**src/rtl/stopwatch_counter_if.sv**
```systemverilog
// Control and display bus of the stopwatch time base.
// The lap input exists only when STOPWATCH_LAP_EN is defined.
interface stopwatch_counter_if;
  logic       start_stop;
  logic       clear;
`ifdef STOPWATCH_LAP_EN
  logic       lap;
`endif
  logic [7:0] out_ms;
  logic [7:0] out_s;
  logic [7:0] out_min;
  logic       running;
  logic       wrap;

`ifdef STOPWATCH_LAP_EN
  modport master (
    output start_stop, clear, lap,
    input  out_ms, out_s, out_min, running, wrap
  );
  modport slave (
    input  start_stop, clear, lap,
    output out_ms, out_s, out_min, running, wrap
  );
`else
  modport master (
    output start_stop, clear,
    input  out_ms, out_s, out_min, running, wrap
  );
  modport slave (
    input  start_stop, clear,
    output out_ms, out_s, out_min, running, wrap
  );
`endif
endinterface

```
**src/rtl/stopwatch_counter.sv**
```systemverilog
// Stopwatch time base: centisecond prescaler feeding a BCD mm:ss.cc cascade with start/stop/clear control.
// Define STOPWATCH_LAP_EN to add the lap input that freezes the displayed time while counting continues.
module stopwatch_counter #(
  parameter int unsigned TICK_DIV = 500000
) (
  input logic                clk,
  input logic                rst,
  stopwatch_counter_if.slave bus
);
  typedef enum logic [1:0] {
    IDLE    = 2'd0,
    RUN     = 2'd1,
    PAUSE   = 2'd2,
    ILLEGAL = 2'd3
  } state_t;

  localparam logic [23:0] PRESC_LAST = 24'(TICK_DIV - 1);

  state_t      state, state_nxt;
  logic        ss_q, clr_q, ss_ev, clr_ev;
  logic [23:0] presc, presc_nxt;
  logic [7:0]  cnt_ms, cnt_s, cnt_min;
  logic [7:0]  ms_nxt, s_nxt, min_nxt;
  logic        c_ms, c_s, c_min;
  logic        tick, zero_all;
  logic        wrap_pend, wrap_pend_nxt;
  logic        load_out;

  // Returns {carry, tens, units}; units roll 9->0, tens roll tens_max->0.
  function automatic logic [8:0] bcd_inc(input logic [7:0] v, input logic [3:0] tens_max);
    logic [3:0] u, t;
    logic       c;
    u = v[3:0];
    t = v[7:4];
    c = 1'b0;
    if (u != 4'd9) begin
      u = u + 4'd1;
    end else begin
      u = '0;
      if (t != tens_max) begin
        t = t + 4'd1;
      end else begin
        t = '0;
        c = 1'b1;
      end
    end
    return {c, t, u};
  endfunction

  // Edge pulses are registered, so the FSM acts one clock after the input is sampled.
  always_ff @(posedge clk or posedge rst) begin
    if (rst) begin
      ss_q   <= 1'b0;
      clr_q  <= 1'b0;
      ss_ev  <= 1'b0;
      clr_ev <= 1'b0;
    end else begin
      ss_q   <= bus.start_stop;
      clr_q  <= bus.clear;
      ss_ev  <= bus.start_stop & ~ss_q;
      clr_ev <= bus.clear & ~clr_q;
    end
  end

  always_ff @(posedge clk or posedge rst) begin
    if (rst) state <= IDLE;
    else     state <= state_nxt;
  end

  always_comb begin
    state_nxt = state;
    case (state)
      IDLE:    if (ss_ev) state_nxt = RUN;
      RUN:     if (ss_ev) state_nxt = PAUSE;
      PAUSE:   if (ss_ev) state_nxt = RUN;
      default: state_nxt = IDLE;
    endcase
    if (clr_ev) state_nxt = IDLE;
  end

  assign tick     = (state == RUN) && (presc == PRESC_LAST);
  assign zero_all = clr_ev || (state == ILLEGAL);

  always_comb begin
    presc_nxt     = presc;
    ms_nxt        = cnt_ms;
    s_nxt         = cnt_s;
    min_nxt       = cnt_min;
    c_ms          = 1'b0;
    c_s           = 1'b0;
    c_min         = 1'b0;
    wrap_pend_nxt = 1'b0;
    if (zero_all) begin
      presc_nxt = '0;
      ms_nxt    = '0;
      s_nxt     = '0;
      min_nxt   = '0;
    end else if (state == RUN) begin
      presc_nxt = tick ? '0 : presc + 24'd1;
      if (tick) begin
        {c_ms, ms_nxt} = bcd_inc(cnt_ms, 4'd9);
        if (c_ms) {c_s, s_nxt} = bcd_inc(cnt_s, 4'd5);
        if (c_s) {c_min, min_nxt} = bcd_inc(cnt_min, 4'd5);
        wrap_pend_nxt = c_min;
      end
    end
  end

  always_ff @(posedge clk or posedge rst) begin
    if (rst) begin
      presc     <= '0;
      cnt_ms    <= '0;
      cnt_s     <= '0;
      cnt_min   <= '0;
      wrap_pend <= 1'b0;
    end else begin
      presc     <= presc_nxt;
      cnt_ms    <= ms_nxt;
      cnt_s     <= s_nxt;
      cnt_min   <= min_nxt;
      wrap_pend <= wrap_pend_nxt;
    end
  end

`ifdef STOPWATCH_LAP_EN
  logic lap_q, lap_ev, frz;

  always_ff @(posedge clk or posedge rst) begin
    if (rst) begin
      lap_q  <= 1'b0;
      lap_ev <= 1'b0;
      frz    <= 1'b0;
    end else begin
      lap_q  <= bus.lap;
      lap_ev <= bus.lap & ~lap_q;
      if (zero_all)
        frz <= 1'b0;
      else if (lap_ev && (state == RUN || state == PAUSE))
        frz <= ~frz;
    end
  end

  assign load_out = ~frz;
`else
  assign load_out = 1'b1;
`endif

  // wrap is delayed with the outputs so it coincides with the 00:00.00 display.
  always_ff @(posedge clk or posedge rst) begin
    if (rst) begin
      bus.out_ms  <= '0;
      bus.out_s   <= '0;
      bus.out_min <= '0;
      bus.running <= 1'b0;
      bus.wrap    <= 1'b0;
    end else begin
      bus.running <= (state == RUN);
      bus.wrap    <= wrap_pend;
      if (load_out) begin
        bus.out_ms  <= cnt_ms;
        bus.out_s   <= cnt_s;
        bus.out_min <= cnt_min;
      end
    end
  end
endmodule

```
**src/flat_wrapper.sv**
```systemverilog
// flat-port wrapper written by rule: the top's interface ports become plain ports
module stopwatch_counter_flat 
#(
  parameter int unsigned TICK_DIV = 500000
)
  (clk, rst, bus_start_stop, bus_clear, bus_out_ms, bus_out_s, bus_out_min, bus_running, bus_wrap);
  stopwatch_counter_if bus_i ();
  input logic clk;
  input logic rst;
  input wire logic [$bits(bus_i.start_stop)-1:0] bus_start_stop;
  input wire logic [$bits(bus_i.clear)-1:0] bus_clear;
  output wire logic [$bits(bus_i.out_ms)-1:0] bus_out_ms;
  output wire logic [$bits(bus_i.out_s)-1:0] bus_out_s;
  output wire logic [$bits(bus_i.out_min)-1:0] bus_out_min;
  output wire logic [$bits(bus_i.running)-1:0] bus_running;
  output wire logic [$bits(bus_i.wrap)-1:0] bus_wrap;
  assign bus_i.start_stop = bus_start_stop;
  assign bus_i.clear = bus_clear;
  assign bus_out_ms = bus_i.out_ms;
  assign bus_out_s = bus_i.out_s;
  assign bus_out_min = bus_i.out_min;
  assign bus_running = bus_i.running;
  assign bus_wrap = bus_i.wrap;
  stopwatch_counter #(.TICK_DIV(TICK_DIV)) u_core (.clk(clk), .rst(rst), .bus(bus_i));
endmodule
```
**config.mk**
```make
export PLATFORM = sky130hd
export DESIGN_NAME = stopwatch_counter_flat
export DESIGN_NICKNAME = d
export VERILOG_FILES = /design/src/rtl/stopwatch_counter_if.sv /design/src/rtl/stopwatch_counter.sv /design/src/flat_wrapper.sv
export SDC_FILE = /design/constraint.sdc
export NUM_CORES = 1
export LEC_CHECK = 0
export BUFFER_PORTS_ARGS = -buffer_cell sky130_fd_sc_hd__buf_4
export CAP_MARGIN = 20
export CORE_ASPECT_RATIO = 0.75
export CORE_MARGIN = 2
export CORE_UTILIZATION = 53
export DETAILED_ROUTE_END_ITERATION = 6
export GPL_ROUTABILITY_DRIVEN = 0
export PLACE_DENSITY_LB_ADDON = 0.08
export SLEW_MARGIN = 10
export SYNTH_ARGS = -nofsm -noshare
export SYNTH_HDL_FRONTEND = slang
export SYNTH_SLANG_ARGS = --single-unit
```
**constraint.sdc**
```tcl
create_clock -name clk -period 2.1 [get_ports clk]
set_input_delay 0.21 -clock clk [delete_from_list [all_inputs] [get_ports clk]]
set_output_delay 0.21 -clock clk [all_outputs]
set_load 0.02 [all_outputs]
```
==> metrics.csv <==
stage;metric;value;unit
timing;setup_tns;-0.05606;ns
setup_path;timing.critical_path.fanout_max;7;
logic_synthesis;syn-mean-instance-area;10.71;µm²
route;num_vias;2789;
setup_path;timing_worst_setup_path_type;reg -> reg;
timing;report.final.hold_viol_count;0;
timing;tightest_slew;0.4257;ns
cts;number_of_buffers_on_the_longest_clock_path;2;
setup_path;cp_num_cells;8;
placement;placed_cells_incl_taps;487;
setup_path;critical_path.cell_chain;nor4_2, buf_4, nand4_4, or2_4, buf_12, buf_8, or3_1, a21oi_1;
grt;first_global_vias;2650;
grt;gr-usage-all-layers;22.62;%
power_and_ir_drop;vdd_drop_max;484.0;µV
timing;timing.final.ws_setup;-0.02066;ns
cts;post_cts_setup_repair_buffer_count;0;
route;antenna_violating_nets_post_route;0;
placement;place.port_buffers;29;
setup_path;crit_start;u_core.presc[22]$_DFFE_PP0P_;
setup_path;reg2reg_slack;-0.02;ns
cells_and_area;fin_cells;507;
power_and_ir_drop;internal_power_component;0.002484;W
logic_synthesis;seq_area_frac_synth;56.17;%
route;postRouteWirelength;7827;µm
power_and_ir_drop;combinational_share_of_power;13.0;%
grt;grt_first_pass_wirelength;13140;µm
setup_path;setup.worst_path.start_class;flop;
logic_synthesis;synthArstFlopShare;100.0;%
power_and_ir_drop;p_switching;0.0008189;W
route;drt-initial-drc-count;179;
power_and_ir_drop;clock_power_share;36.5;%
power_and_ir_drop;power_density;707.8;mW/mm²
timing;setup_repair_after_global_routing_missed_its_margin;true;
floorplanning;die_y;75.46;µm
cells_and_area;layout-drive-gt1-share;28.13;%
outcome;status;finished, violations left;
cts;cts-buffers-inserted;9;
timing;worst_clock_skew;0.01065;ns
logic_synthesis;synth-main-ff-cell;sky130_fd_sc_hd__dfrtp_1;
logic_synthesis;synth_cells;337;
floorplanning;num_rows;26;
outcome;failing_checks;setup timing;
timing;min_period_over_period;101.0;%
power_and_ir_drop;netSwitchingFraction;24.79;%
logic_synthesis;ys_warnings;0;
logic_synthesis;number_of_synthesized_register_bits;81;
setup_path;crit_path_max_incr_delay;0.39;ns
cts;clock-root-buffer;sky130_fd_sc_hd__clkbuf_8;
setup_path;reg2regPathDepth;8;
setup_path;cp_data_arrival_time;2.39;ns
run;maxCapViolCount;0;
setup_path;r2r-start;u_core.presc[22]$_DFFE_PP0P_;
floorplanning;die-area;0.007491;mm²
cells_and_area;flow.area_growth_from_synthesis;29.33;%
cts;clk_pin_slew;0.08;ns
setup_path;worst-path-buf-inv;3;
route;detail_route.wl_per_cell;15.44;µm
timing;max_freq;0.4716;GHz
timing;fin_worst_hold_slack;0.3570;ns
hold_path;hold_crit_path_type;reg -> reg;
logic_synthesis;mappedNetlistArea;0.003608;mm²
logic_synthesis;synth.distinct_cells;43;
cells_and_area;fin_nets;436;
timing;slew_violations;0;
power_and_ir_drop;seq_power_share;50.5;%
setup_path;critPathCapture;u_core.cnt_ms[5]$_DFFE_PP0P_;
setup_path;crit_family;simple AND/OR/NAND/NOR gates;
placement;pre_cts_slack;-0.05850;ns
placement;hpwl_after_detailed_placement;5081;µm
cts;cts_tree;yes;
route;drcViolationCount;0;
logic_synthesis;mappedNetlistNets;354;
logic_synthesis;synth-edff-count;0;
timing;period_needed;2.121;ns
grt;antenna_violations_before_repair;0;
floorplanning;die_w;99.28;µm
cts;cts_num_sinks;81;
grt;gr-total-overflow;0;
grt;pin_count_of_the_biggest_net_entering_global_routing;82;
cells_and_area;antenna-diode-count;0;
route;drt-vias-per-instance;5.501;
setup_path;worst-endpoint-required;2.37;ns
setup_path;cpMaxStageDelayCell;sky130_fd_sc_hd__dfrtp_1;
power_and_ir_drop;power.leakage;2.226;nW
floorplanning;floorplan.core_area;0.006701;mm²
cts;cts_max_level;3;
timing;max_slew_margin;71.62;%
setup_path;timing.critical_path.to_type;flop;
floorplanning;floorplan.initialDensity;53.85;%
cells_and_area;nFillCells;497;
power_and_ir_drop;total_power;0.003303;W
route;detail_route.first_pass.iterations;4;
hold_path;holdPathStages;0;
floorplanning;num_io_pins;30;
setup_path;rr_endpoint;u_core.cnt_ms[5]$_DFFE_PP0P_;
timing;finalSetupViolations;3;
cts;clock_latency_on_the_worst_skew_pair;0.34;ns
-- state kept, by name (all words and copies together), names as in the netlist --
register and flops:
u_core.presc 24, u_core.bus.out_min 8, u_core.bus.out_ms 8, u_core.bus.out_s 8, u_core.cnt_min 8, u_core.cnt_ms 8
u_core.cnt_s 8, u_core.state 2, u_core.bus.running 1, u_core.bus.wrap 1, u_core.clr_ev 1, u_core.clr_q 1
u_core.ss_ev 1, u_core.ss_q 1, u_core.wrap_pend 1
-- synthesized netlist by cell type (2+ instances only) --
master	n	area share, %
sky130_fd_sc_hd__nand3b_1	2	0.42
sky130_fd_sc_hd__xnor2_1	3	0.73
sky130_fd_sc_hd__ha_1	13	4.5
sky130_fd_sc_hd__a21o_1	2	0.42
sky130_fd_sc_hd__and4_1	4	0.97
sky130_fd_sc_hd__o21ai_0	16	2.2
sky130_fd_sc_hd__and3b_1	6	1.5
sky130_fd_sc_hd__o31ai_1	3	0.62
sky130_fd_sc_hd__nor3_1	4	0.55
sky130_fd_sc_hd__or3_1	7	1.2
sky130_fd_sc_hd__and3_1	2	0.35
sky130_fd_sc_hd__nor4_2	2	0.69
sky130_fd_sc_hd__nor2b_1	6	1.0
sky130_fd_sc_hd__nor3_2	2	0.55
sky130_fd_sc_hd__nor4_1	3	0.52
sky130_fd_sc_hd__nand4_1	12	2.1
sky130_fd_sc_hd__a21oi_1	21	2.9
sky130_fd_sc_hd__nand2_1	25	2.6
sky130_fd_sc_hd__xor2_1	16	3.9
sky130_fd_sc_hd__dfrtp_1	81	56
sky130_fd_sc_hd__inv_1	11	1.1
sky130_fd_sc_hd__or4_1	11	2.3
sky130_fd_sc_hd__nor2_1	35	3.6
sky130_fd_sc_hd__mux2i_1	5	1.4
sky130_fd_sc_hd__o21a_1	3	0.62
sky130_fd_sc_hd__nand3_1	17	2.4
sky130_fd_sc_hd__clkbuf_1	9	0.94
-- through the flow --
stage / utilization (%) / area [µm²]
floorplan: - / 3612
global route: 69.64 / 4667
finish: 69.64 / 4667
global placement: 63.74 / 4272
CTS: 68.50 / 4591
detailed placement: 63.74 / 4272
-- worst min path at each step --
stage | start | to | slack, ns
floorplan | bus_clear | u_core.clr_q$_DFF_PP0_ | 0.24
global placement | bus_clear | u_core.clr_q$_DFF_PP0_ | 0.33
detailed placement | bus_clear | u_core.clr_q$_DFF_PP0_ | 0.33
CTS | u_core.wrap_pend$_DFF_PP0_ | u_core.bus.wrap$_DFF_PP0_ | 0.36
global route | u_core.wrap_pend$_DFF_PP0_ | u_core.bus.wrap$_DFF_PP0_ | 0.36
finish | u_core.wrap_pend$_DFF_PP0_ | u_core.bus.wrap$_DFF_PP0_ | 0.36
-- layout by cell type, fill, tap and decap left out, types with 4 or more instances in the layout --
cell	instances
sky130_fd_sc_hd__or4_1	8
sky130_fd_sc_hd__a21oi_1	16
sky130_fd_sc_hd__xor2_1	16
sky130_fd_sc_hd__o21ai_0	16
sky130_fd_sc_hd__buf_4	74
sky130_fd_sc_hd__mux2i_1	5
sky130_fd_sc_hd__ha_1	13
sky130_fd_sc_hd__nand2_1	24
sky130_fd_sc_hd__nand4_1	12
sky130_fd_sc_hd__nor2_1	35
sky130_fd_sc_hd__inv_1	10
sky130_fd_sc_hd__and3b_1	5
sky130_fd_sc_hd__dfrtp_1	81
sky130_fd_sc_hd__nand3_1	17
sky130_fd_sc_hd__nor3_1	4
sky130_fd_sc_hd__clkbuf_8	9
sky130_fd_sc_hd__and4_1	4
sky130_fd_sc_hd__a21oi_2	5
sky130_fd_sc_hd__or3_1	7
sky130_fd_sc_hd__nor2b_1	6
-- power groups by stage --
stage	Clock [W]	Combinational (W)	Sequential [W]
finish	0.00120	0.000430	0.00167
global route	0.00129	0.000481	0.00168
CTS	0.00123	0.000432	0.00167
detailed placement	0	0.000419	0.00170
global placement	0	0.000408	0.00170
floorplan	0	0.000164	0.00175
-- cells by family after synthesis --
kind of cell	after synthesis	synth area share (%)
buffers and inverters	22	2.496
adders and majority gates	13	4.508
muxes	6	1.699
and+or+nand+nor	147	22.95
AOI/OAI and AO/OA	49	7.559
xor gates and xnor gates	19	4.612
DFF	81	56.17
-- metal layers --
metal / vias to the layer above / global-route usage [%] / wire length, µm / part of all wire (%)
met3: 5 / 5.505 / 271 / 3.5
li1: 1355 / - / - / -
met5: - / 0 / 0 / 0
met4: 0 / 6.697 / 52 / 0.66
met1: 1367 / 34.43 / 4156 / 53
met2: 62 / 32.36 / 3347 / 43
-- final cells by class --
cell class	instances	area [µm²]	share of cell area, %
flip-flops and latches	81	2027	43.43
multi-input cells	234	1580	33.86
repair buffers	82	700.7	15.01
clock buffers	10	127.6	2.735
well taps	84	105.1	2.252
clock inverters	5	81.33	1.743
inverters	11	45.04	0.9651
-- what timing repair did --
action | CTS | global route
hold buffers | 3 | 0
resized for setup | 6 | 16
gates cloned | 2 | 0
hold endpoints to repair | 80 | 0
endpoints found under the setup margin | 12 | 18
pin swaps | 21 | 6
Power figures use the tool's default switching activity.
